## config.mk

```make
export PLATFORM = sky130hd
export DESIGN_NAME = fp_multicycle_sched
export DESIGN_NICKNAME = d
export VERILOG_FILES = /design/src/rtl/fp_mc_pkg.sv /design/src/rtl/fp_mc_watchdog.sv /design/src/rtl/fp_multicycle_sched.sv
export SDC_FILE = /design/constraint.sdc
export NUM_CORES = 1
export LEC_CHECK = 0
export ABC_AREA = 1
export CAP_MARGIN = 20
export CORE_UTILIZATION = 30
export DETAILED_ROUTE_END_ITERATION = 8
export PLACE_DENSITY = 0.69
export SYNTH_ARGS = -nofsm -noshare
export SYNTH_HDL_FRONTEND = slang
export SYNTH_SLANG_ARGS = --single-unit
```

## constraint.sdc

```tcl
create_clock -name clk -period 3.8 [get_ports clk]
set_clock_uncertainty 0.15 [all_clocks]
set_input_delay 0.57 -clock clk [delete_from_list [all_inputs] [get_ports clk]]
set_output_delay 0.57 -clock clk [all_outputs]
set_load 0.05 [all_outputs]
```

## src/rtl/fp_mc_pkg.sv

```systemverilog
// Shared types and constants for the multi-cycle FP sequencer.
`default_nettype none

package fp_mc_pkg;

  typedef enum logic [1:0] {
    IDLE = 2'b00,
    RUN  = 2'b01,
    WB   = 2'b10
  } state_e;

  localparam logic [1:0]  FMUL      = 2'b00;
  localparam logic [1:0]  FDIV      = 2'b01;
  localparam logic [1:0]  FSQRT     = 2'b10;
  localparam logic [31:0] CANON_NAN = 32'h7FC00000;
  localparam logic [4:0]  FLAG_NV   = 5'b10000;

endpackage

`default_nettype wire

```

## src/rtl/fp_mc_watchdog.sv

```systemverilog
// RUN-cycle counter that pulses timeout on the last permitted RUN cycle.
`default_nettype none

module fp_mc_watchdog #(
  parameter int WDOG_CYCLES = 64
) (
  input  logic clk,
  input  logic rst_n,
  input  logic clear,
  input  logic run,
  output logic timeout
);

  localparam int CW = $clog2(WDOG_CYCLES + 1);

  logic [CW-1:0] cnt;

  always_ff @(posedge clk or negedge rst_n) begin
    if (!rst_n) begin
      cnt <= '0;
    end else if (clear) begin
      cnt <= '0;
    end else if (run && (cnt != CW'(WDOG_CYCLES))) begin
      cnt <= cnt + 1'b1;
    end
  end

  // cnt holds the number of RUN cycles already completed
  assign timeout = run && (cnt == CW'(WDOG_CYCLES - 1));

endmodule

`default_nettype wire

```

## src/rtl/fp_multicycle_sched.sv

```systemverilog
// Sequencer for the multi-cycle FP unit: start/done handshake, pending-rd stall, regfile write arbitration.
// Optional watchdog abort enabled by defining FP_MC_WATCHDOG_EN.
`default_nettype none

module fp_multicycle_sched
  import fp_mc_pkg::*;
#(
  parameter int XLEN        = 32,
  parameter int REG_AW      = 5,
  parameter int WDOG_CYCLES = 64
) (
  input  logic              clk,
  input  logic              rst_n,
  input  logic              ex_valid_i,
  input  logic [1:0]        ex_op_i,
  input  logic [REG_AW-1:0] ex_rd_i,
  input  logic [XLEN-1:0]   ex_a_i,
  input  logic [XLEN-1:0]   ex_b_i,
  input  logic [REG_AW-1:0] dec_rs1_i,
  input  logic [REG_AW-1:0] dec_rs2_i,
  input  logic              dec_mc_i,
  output logic              fpu_start_o,
  output logic [1:0]        fpu_op_o,
  output logic [XLEN-1:0]   fpu_a_o,
  output logic [XLEN-1:0]   fpu_b_o,
  input  logic              fpu_done_i,
  input  logic [XLEN-1:0]   fpu_result_i,
  input  logic [4:0]        fpu_flags_i,
  input  logic              wb_port_busy_i,
  output logic              fwr_en_o,
  output logic [REG_AW-1:0] fwr_addr_o,
  output logic [XLEN-1:0]   fwr_data_o,
  output logic [4:0]        fflags_o,
  output logic              stall_o,
  output logic              busy_o,
  output logic              err_o
);

  state_e            state, state_nx;
  logic              first_run;
  logic [1:0]        op_q;
  logic [REG_AW-1:0] rd_q;
  logic [XLEN-1:0]   a_q, b_q, result_q;
  logic [4:0]        flags_q;
  logic              accept, done_ok, timeout_fire, in_run;
  logic              hit_rs1, hit_rs2, struct_hit;

  assign in_run  = (state == RUN);
  assign accept  = (state == IDLE) && ex_valid_i;
  // A done coinciding with the start pulse cannot belong to this op
  assign done_ok = in_run && !first_run && fpu_done_i;

  always_ff @(posedge clk or negedge rst_n) begin
    if (!rst_n) state <= IDLE;
    else        state <= state_nx;
  end

  always_comb begin
    state_nx = state;
    fwr_en_o = 1'b0;
    case (state)
      IDLE: if (ex_valid_i) state_nx = RUN;
      RUN:  if (done_ok || timeout_fire) state_nx = WB;
      WB: begin
        fwr_en_o = !wb_port_busy_i;
        if (!wb_port_busy_i) state_nx = IDLE;
      end
      default: state_nx = IDLE;
    endcase
  end

  always_ff @(posedge clk or negedge rst_n) begin
    if (!rst_n) begin
      first_run <= 1'b0;
      op_q      <= '0;
      rd_q      <= '0;
      a_q       <= '0;
      b_q       <= '0;
      result_q  <= '0;
      flags_q   <= '0;
    end else begin
      first_run <= accept;
      if (accept) begin
        op_q <= ex_op_i;
        rd_q <= ex_rd_i;
        a_q  <= ex_a_i;
        b_q  <= ex_b_i;
      end
      if (done_ok) begin
        result_q <= fpu_result_i;
        flags_q  <= fpu_flags_i;
      end else if (timeout_fire) begin
        result_q <= XLEN'(CANON_NAN);
        flags_q  <= FLAG_NV;
      end
    end
  end

`ifdef FP_MC_WATCHDOG_EN
  logic wdog_timeout;
  logic err_q;

  fp_mc_watchdog #(
    .WDOG_CYCLES (WDOG_CYCLES)
  ) u_wdog (
    .clk     (clk),
    .rst_n   (rst_n),
    .clear   (accept),
    .run     (in_run),
    .timeout (wdog_timeout)
  );

  assign timeout_fire = wdog_timeout && !done_ok;

  always_ff @(posedge clk or negedge rst_n) begin
    if (!rst_n)            err_q <= 1'b0;
    else if (timeout_fire) err_q <= 1'b1;
  end

  assign err_o = err_q;
`else
  logic unused_wdog;
  assign unused_wdog  = (WDOG_CYCLES > 0);
  assign timeout_fire = 1'b0;
  assign err_o        = 1'b0;
`endif

  assign busy_o      = (state != IDLE);
  assign fpu_start_o = first_run;
  assign fpu_op_o    = op_q;
  assign fpu_a_o     = a_q;
  assign fpu_b_o     = b_q;
  assign fwr_addr_o  = rd_q;
  assign fwr_data_o  = result_q;
  assign fflags_o    = flags_q;

  // f0 is a real register, so no zero-index exclusion
  assign hit_rs1    = (busy_o && (dec_rs1_i == rd_q)) ||
                      (accept && (dec_rs1_i == ex_rd_i));
  assign hit_rs2    = (busy_o && (dec_rs2_i == rd_q)) ||
                      (accept && (dec_rs2_i == ex_rd_i));
  assign struct_hit = dec_mc_i && (busy_o || ex_valid_i);
  assign stall_o    = hit_rs1 || hit_rs2 || struct_hit;

endmodule

`default_nettype wire

```

== Yosys cells after proc, flatten, opt, wreduce, memory -nomap -nowiden ==
Index checks and enable logic that the tools add are counted.
Operators by class
  eq/ne operators: 9
  multiplexer cells: 5
  reduce and logical (&&, ||, !) cells: 18
Operators with widths (number)
  $eq 5x5->1: 4
  $logic_and 1x1->1: 8
  $mux 2: 3
  $ne 2x2->1 const B: 3
  $pmux 2 s3: 1
  $logic_or 1x1->1: 5
  $reduce_and 3->1: 1
  $eq 2x1->1 const B: 1
  $eq 2x2->1 const B: 1
  $logic_not 1->1: 2
  $logic_not 2->1: 1
  $reduce_bool 2->1: 1
  $mux 1: 1
Word-level totals
  flip-flop bits (word level): 111
  input bits: 124
  output and inout port bits: 113
  logic and storage cells: 40

== Longest topological paths before layout ==
  depth after elaboration: 6
  mapped depth: 8
  depth with buffers taken out: 8

== Least setup slack after synthesis ==
Ideal clock, no wire load.
  path type: register to output
  start point: reg rd_q[3] (netlist: fwr_addr_o[3])
  end point: out stall_o
  data arrival time: 1545 ps
  required time: 3080 ps
  setup slack: 1535 ps
  stages on the path, launching flop included: 9
  path buffers: 0
  cell sequence: dfrtp_1 -> inv_1 -> nand2_1 -> nand2_1 -> nor2_1 -> nand3_1 -> nand2_1 -> nand2_1 -> nand3_1
Between the ends
  cells in the longest elaborated chain, start to end: 5
  elaborated cells on any way between the ends: 8
  those cells by class: 2 x eq/ne; 6 x reduce/logical
RTL lines
  from (decl): line fp_multicycle_sched.sv:42  | logic [REG_AW-1:0] rd_q;
  from (signal assigned): line fp_multicycle_sched.sv:85  | rd_q <= ex_rd_i;
  $eq 5x5->1 (on tied branches): line fp_multicycle_sched.sv:138, fp_multicycle_sched.sv:140
  $logic_and 1x1->1 (on tied branches): line fp_multicycle_sched.sv:138, fp_multicycle_sched.sv:140
  $logic_or 1x1->1 (on tied branches): line fp_multicycle_sched.sv:138, fp_multicycle_sched.sv:140
  $logic_or 1x1->1 (*) (2 in series): line fp_multicycle_sched.sv:143  | assign stall_o = hit_rs1 || hit_rs2 || struct_hit;
  to (decl): line fp_multicycle_sched.sv:34  | output logic stall_o,
Mark *: on every way between the ends. The rest lies on a longest branch, timed or not.

== Worst setup path after layout ==
  start point: in ex_rd_i[3]
  end point: out stall_o
Between the ends
  cells in the longest elaborated chain, start to end: 5
  elaborated cells on any way between the ends: 8
  those cells by class: 2 x eq/ne; 6 x reduce/logical
RTL lines
  from (decl): line fp_multicycle_sched.sv:16  | input logic [REG_AW-1:0] ex_rd_i,
  $eq 5x5->1 (on tied branches): line fp_multicycle_sched.sv:139, fp_multicycle_sched.sv:141
  $logic_and 1x1->1 (on tied branches): line fp_multicycle_sched.sv:139, fp_multicycle_sched.sv:141
  $logic_or 1x1->1 (on tied branches): line fp_multicycle_sched.sv:138, fp_multicycle_sched.sv:140
  $logic_or 1x1->1 (*) (2 in series): line fp_multicycle_sched.sv:143
Marks and branches as above.

==> impl_metrics.tcl <==
set metrics [dict create \
    status "finished, violations left" \
    failed_checks "design-rule violations" \
    die_area_sq_um 15800 \
    grt_usage_pct 16.5 \
    holdCritPathClass "primary input to async pin" \
    critPathTopFamily "buffers and inverters" \
    regArea_sq_um 2780 \
    power_density_nw_per_um2 1030 \
    hold_ws_ns 0.119 \
    antenna_found_initial 0 \
    cts_buffers 9 \
    drc_errors 17 \
    path_clk_slew_ns 0.07 \
    crit_path_start_kind "primary input" \
    synth_area_leaders "dfrtp_1 (61%), nand2_1 (21%), mux2_2 (7.1%)" \
    ctsHoldBuffers 0 \
    root_buffer "clkbuf_16" \
    slew_viol_final 0 \
    critPathBufInv 3 \
    peakVddDrop_uv 393 \
    worst_slew_pin_slew_ns 0.778 \
    vias 3944 \
    area_growth_pct 61.2 \
    ioPinCount 237 \
    dpl.hpwl_microns 9150 \
    syn-num-nets 601 \
    core_sq_um 14800 \
    diodes 0 \
    placement.cell_area_sq_um 7060 \
    endpoint_kind "output pin" \
    maxCapViolations 0 \
    seq_area_frac_synth_pct 60.5 \
    tns_ns 0 \
    crit_required_ns 3.08 \
    die_x_microns 126 \
    synth_top_area_share_pct 60.5 \
    htreeDepth 3 \
    max_freq_mhz 310 \
    path_class "primary input to output pin" \
    syn_inst 477 \
    grt_pass1_vias 4089 \
    overflow 0 \
    clockBufferDepth 2 \
    n_fill_cell 1344 \
    cts_tree "done" \
    finalSetupViolations 0 \
    start_util_pct 31.1 \
    critical_path.max_stage_delay_ns 0.81 \
    routedWlPerCell_microns 13.8 \
    multiInputGateArea_sq_um 1580 \
    crit_arrival_ns 2.51 \
    synth_seq_cells 111 \
    cpMostUsedCell "nand2_1" \
    slowest_stage "clkdlybuf4s50_1" \
    hold_viol 0 \
    io_buffers 235 \
    grt_pass1_wl_microns 20600 \
    power_leakage_nw 3.54 \
    crit_chain "clkdlybuf4s50_1, inv_1, nand2_1, nand2_1, nor2_1, nand3_1, nand2_1, nand2_1, nand3_1, clkdlybuf4s50_1" \
    dr.pass1.iters 8 \
    post_cts_buffers 0 \
    critPathMaxFanout 4 \
    placed_cells 879 \
    insertion_delay_ns 0.34 \
    yosys_warnings 0 \
    final_area_sq_um 7400 \
    rsz0062_at_grt "no" \
    synth_largest_area_cell "dfrtp_1" \
    synth_cell_types 19 \
    fp.dieH_microns 126 \
    finalCriticalPeriod_ns 3.23 \
    drt_wl_total_microns 12400 \
    fin_crit_sh_pct 85.0 \
    post_cts_resized 0 \
    relSlewSlack_pct 48.1 \
    drtAntennaViolNets 0 \
    viasPerCell 4.41 \
    stdcell_count 895 \
    avgSynthCellArea_sq_um 9.62 \
    drtIter0Drc 142 \
    grt_max_degree 79 \
    fin_nets 831 \
    clock_sinks 111 \
    rows 44 \
    routabilityCongestion 0.823 \
    syn-cell-area_sq_um 4590 \
    drive_gt1_share_pct 8.72 \
]
## cell type report
class,instances,area share (%)
Clock buffer,11,3.28
Clock inverter,4,0.947
Sequential cell,111,37.6
Inverter,23,1.17
Tap cell,184,3.11
Timing Repair Buffer,239,32.5
Multi-Input combinational cell,323,21.4
## worst register-to-register path, delay by kind of cell (launching register included)
family,cells,cell delay [ns]
and+or+nand+nor,4,0.54
buffers and inverters,4,1.16
DFF,1,0.44
## layout by cell type (no fill, tap or decap), drive strengths merged
| cell type | n |
|---|---|
| xnor2 | 4 |
| o21ai | 6 |
| xor2 | 1 |
| nand3 | 6 |
| inv | 23 |
| bufinv | 2 |
| clkinv | 2 |
| nor2 | 13 |
| mux2 | 37 |
| nand3b | 1 |
| clkbuf | 11 |
| conb | 1 |
| buf | 5 |
| nand2 | 253 |
| dfrtp | 111 |
| clkdlybuf4s50 | 234 |
| a21oi | 1 |
## logic make-up after synthesis
family | synth area share [%]
buffers and inverters | 4.94
AO/OA/AOI/OAI | 0.763
multiplexers | 9.74
flip-flops | 60.5
AND/OR/NAND/NOR | 23.0
other | 0.0817
XOR/XNOR | 0.954
## through the flow
stage                     setup slack, ns  util [%]  power (W)
final                               0.571      50.1    0.00758
after global routing                0.364      50.1    0.00797
after CTS                           0.566      50.0    0.00767
after detailed placement            0.566      47.9    0.00665
after global placement              0.663      47.9    0.00657
after floorplan                      1.54         -    0.00507
## sequential cells by signal, indices dropped and copies added (netlist names)
signal and count:
fwr_addr_o 5, fpu_b_o 32, fflags_o 5, fpu_a_o 32, state 2, fwr_data_o 32, fpu_op_o 2, fpu_start_o 1
## where the power goes
part	internal, W	switching (W)	leakage (nW)	total, W
registers	0.00176	0.000328	1.35	0.00209
logic	0.00153	0.00297	2.03	0.00450
clock network	0.000590	0.000399	0.155	0.000989
total	0.00389	0.00370	3.54	0.00758
## per-layer routing
layer / vias up / track usage [%] / routed length (microns) / part of all wire, %
met5: - / 0 / 0 / 0
met4: 0 / 7.46 / 304 / 2.5
met3: 21 / 3.99 / 880 / 7.1
met2: 151 / 28.3 / 6050 / 49
met1: 1855 / 19.5 / 5130 / 41
li1: 1917 / - / - / -
## worst paths after layout
path | from | end | slack [ns] | depth (start not counted)
setup / recovery | ex_rd_i[3] | stall_o | 0.57 | 10
hold / removal | rst_n | fwr_data_o[1]$_DFFE_PN0P_ | 0.12 | 1
setup reg to reg | state[1]$_DFFE_PN0P_ | fpu_b_o[9]$_DFFE_PN0P_ | 1.41 | 8
hold reg to reg | fpu_a_o[28]$_DFFE_PN0P_ | fpu_a_o[28]$_DFFE_PN0P_ | 0.32 | 2
max in group asynchronous | rst_n | fpu_a_o[9]$_DFFE_PN0P_ | 2.62 | 2
min in group clk | fpu_a_o[28]$_DFFE_PN0P_ | fpu_a_o[28]$_DFFE_PN0P_ | 0.32 | 2
## synthesized netlist by cell type
| cell | instances |
|---|---|
| a21oi_1 | 1 |
| buf_2 | 10 |
| buf_4 | 4 |
| buf_6 | 5 |
| clkbuf_1 | 1 |
| conb_1 | 1 |
| dfrtp_1 | 111 |
| inv_1 | 20 |
| inv_2 | 3 |
| mux2_2 | 29 |
| mux2_4 | 8 |
| nand2_1 | 253 |
| nand3_1 | 6 |
| nand3b_2 | 1 |
| nor2_1 | 11 |
| nor2_4 | 2 |
| o21ai_0 | 6 |
| xnor2_1 | 4 |
| xor2_1 | 1 |
Note: power is estimated with default switching activity, not from simulation.
==> variant, RTL diff (config.mk and constraints unchanged) <==
The parameter `REG_AW` goes from 5 to 7.
--- a/src/rtl/fp_multicycle_sched.sv
+++ b/src/rtl/fp_multicycle_sched.sv
@@ -6,7 +6,7 @@
   import fp_mc_pkg::*;
 #(
   parameter int XLEN        = 32,
-  parameter int REG_AW      = 5,
+  parameter int REG_AW      = 7,
   parameter int WDOG_CYCLES = 64
 ) (
   input  logic              clk,
Ports: changed (resized dec_rs1_i, dec_rs2_i, ex_rd_i and fwr_addr_o); port bits go from 237 to 245. The function was not compared with the original's and may differ.
==> variant against the original RTL <==
  * Critical path depth fell by 7
  * Synthesized cell count fell by 0.63%
  * Wire length rose by 4.4%
  * Area after synthesis rose by 2.2%
  * Via count rose by 0.63%
  * Worst setup slack improved by 0.55 ns
  * Total power rose by 9.2%
  * Register-to-register slack improved by 0.32 ns
  * Final area rose by 6.6%
  * Sequential cell count rose by 2
  * Largest cell class unchanged
==> variant: results (changes against the original RTL) <==
metric,value,unit,change
routabilityCongestion,0.812,,-1.3%
grt_overflow_total,0,,unchanged
drive_gt1_share,10.6,%,+1.9 points
synth_top_cells_by_count,"nand2_1 (249), dfrtp_1 (113), mux2_2 (29)",,
crit_path_top_delay_cell,clkdlybuf4s50_1,,
synth_fp_nets,604,,+0.50%
grt_use_total,16.4,%,-0.023 points
cts_max_path_buffers,2,,unchanged
synth-seq-area-share,60.3,%,-0.21 points
slowest_delay,0.85,ns,+0.04 ns
vias,3969,,+0.63%
clk_pin_slew,0.05,ns,-0.02 ns
reg2reg_depth,7,,-1
min_path_type,input pin to asynchronous set/reset pin,,
yosys_warnings,0,,unchanged
total_leakage_power,3.68,nW,+4.0%
grt_max_degree,72,,-8.9%
postCtsSetupBuffers,0,,unchanged
fillers,1380,,+2.7%
synthArstFlopShare,100,%,unchanged
insertion_delay,0.40,ns,+0.06 ns
relSlewSlack,57.6,%,+9.5 points
synth-compound-area-share,0.427,%,-0.34 points
drt-pass1-iter-count,4,,-4
grt_pass1_wl,20600,um,+0.17%
vdd_ir_drop_max,0.000561,V,+43%
first_iter_violations,135,,-4.9%
io_buffers,243,,+3.4%
muxShareOfSynthArea,9.53,%,-0.21 points
crit_arrival,1.96,ns,-0.55 ns
routed_wirelength,12900,um,+4.4%
htreeDepth,4,,+1
grt_pass1_vias,4126,,+0.90%
ctsResizeCount,0,,unchanged
worst-path-max-fanout,4,,unchanged
nets,851,,+2.4%
synth_cell_type_count,18,,-1
cts_buffers,17,,+8
ys_top_cells_by_area,"dfrtp_1 (60%), nand2_1 (20%), mux2_2 (7.0%)",,
place.detailed.hpwl,9430,um,+3.1%
status,"finished, final reports clean",,
synth_xor_area_share,4.48,%,+3.5 points
cp_top_family,buffers and inverters,,
synth_fa_ha_area_share,0,%,unchanged
root_buffer,clkbuf_16,,
## variant: changes by cell type after synthesis, sizes merged
cell   delta
a21oi     -1
dfrtp     +2
inv      -12
nand2     -4
nand3     -4
nor2      -1
o21ai     -2
xnor2    +16
xor2      +3
## variant: logic make-up after synthesis
group / count (synthesis)
compound gates: 4
xor+xnor: 24
mux: 37
flops: 113
other cells: 1
simple gates: 264
buf+inv: 31
## variant: power by group
group | total [mW] | internal [mW] | switching, mW | leakage (nW)
Clock | 1.50 | 0.973 | 0.529 | 0.276
Sequential | 2.16 | 1.80 | 0.357 | 1.38
Combinational | 4.62 | 1.60 | 3.02 | 2.03
Total | 8.28 | 4.38 | 3.91 | 3.68
## variant: final timing paths
| check | startpoint | end | slack (ns) |
|---|---|---|---|
| worst max-delay path | state[1]$_DFFE_PN0P_ | busy_o | 1.12 |
| worst max register to register | state[1]$_DFFE_PN0P_ | fpu_a_o[27]$_DFFE_PN0P_ | 1.73 |
| max in group asynchronous | rst_n | fwr_data_o[18]$_DFFE_PN0P_ | 2.69 |
| worst min-delay path | rst_n | fwr_data_o[24]$_DFFE_PN0P_ | 0.04 |
| min in group clk | fpu_a_o[13]$_DFFE_PN0P_ | fpu_a_o[13]$_DFFE_PN0P_ | 0.32 |
| worst min register to register | fpu_a_o[13]$_DFFE_PN0P_ | fpu_a_o[13]$_DFFE_PN0P_ | 0.32 |
## variant: stage by stage
step	instance area (um2)	total power, mW	setup WS [ns]	instances
after floorplan	4690	5.16	1.54	474
after global placement	7280	6.71	1.12	888
after detailed placement	7280	6.79	1.11	888
after CTS	7840	8.34	1.07	920
after global routing	7890	8.71	0.998	922
final	7890	8.28	1.12	922
## variant: final cells by class
| type | count | share of cell area, % |
|---|---|---|
| sequential | 113 | 35.9 |
| clock buffer | 21 | 5.71 |
| clock inverter | 11 | 1.44 |
| tap | 188 | 2.98 |
| timing repair buffer | 248 | 32.0 |
| multi-input combinational | 330 | 21.5 |
| inverter | 11 | 0.523 |
## variant: routing by layer
layer,vias to the layer above,share of wire [%],GRT usage (%)
li1,1949,-,-
met2,160,47,26.9
met4,0,2.0,7.56
met3,21,7.8,5.65
met1,1839,43,19.5
met5,-,0,0
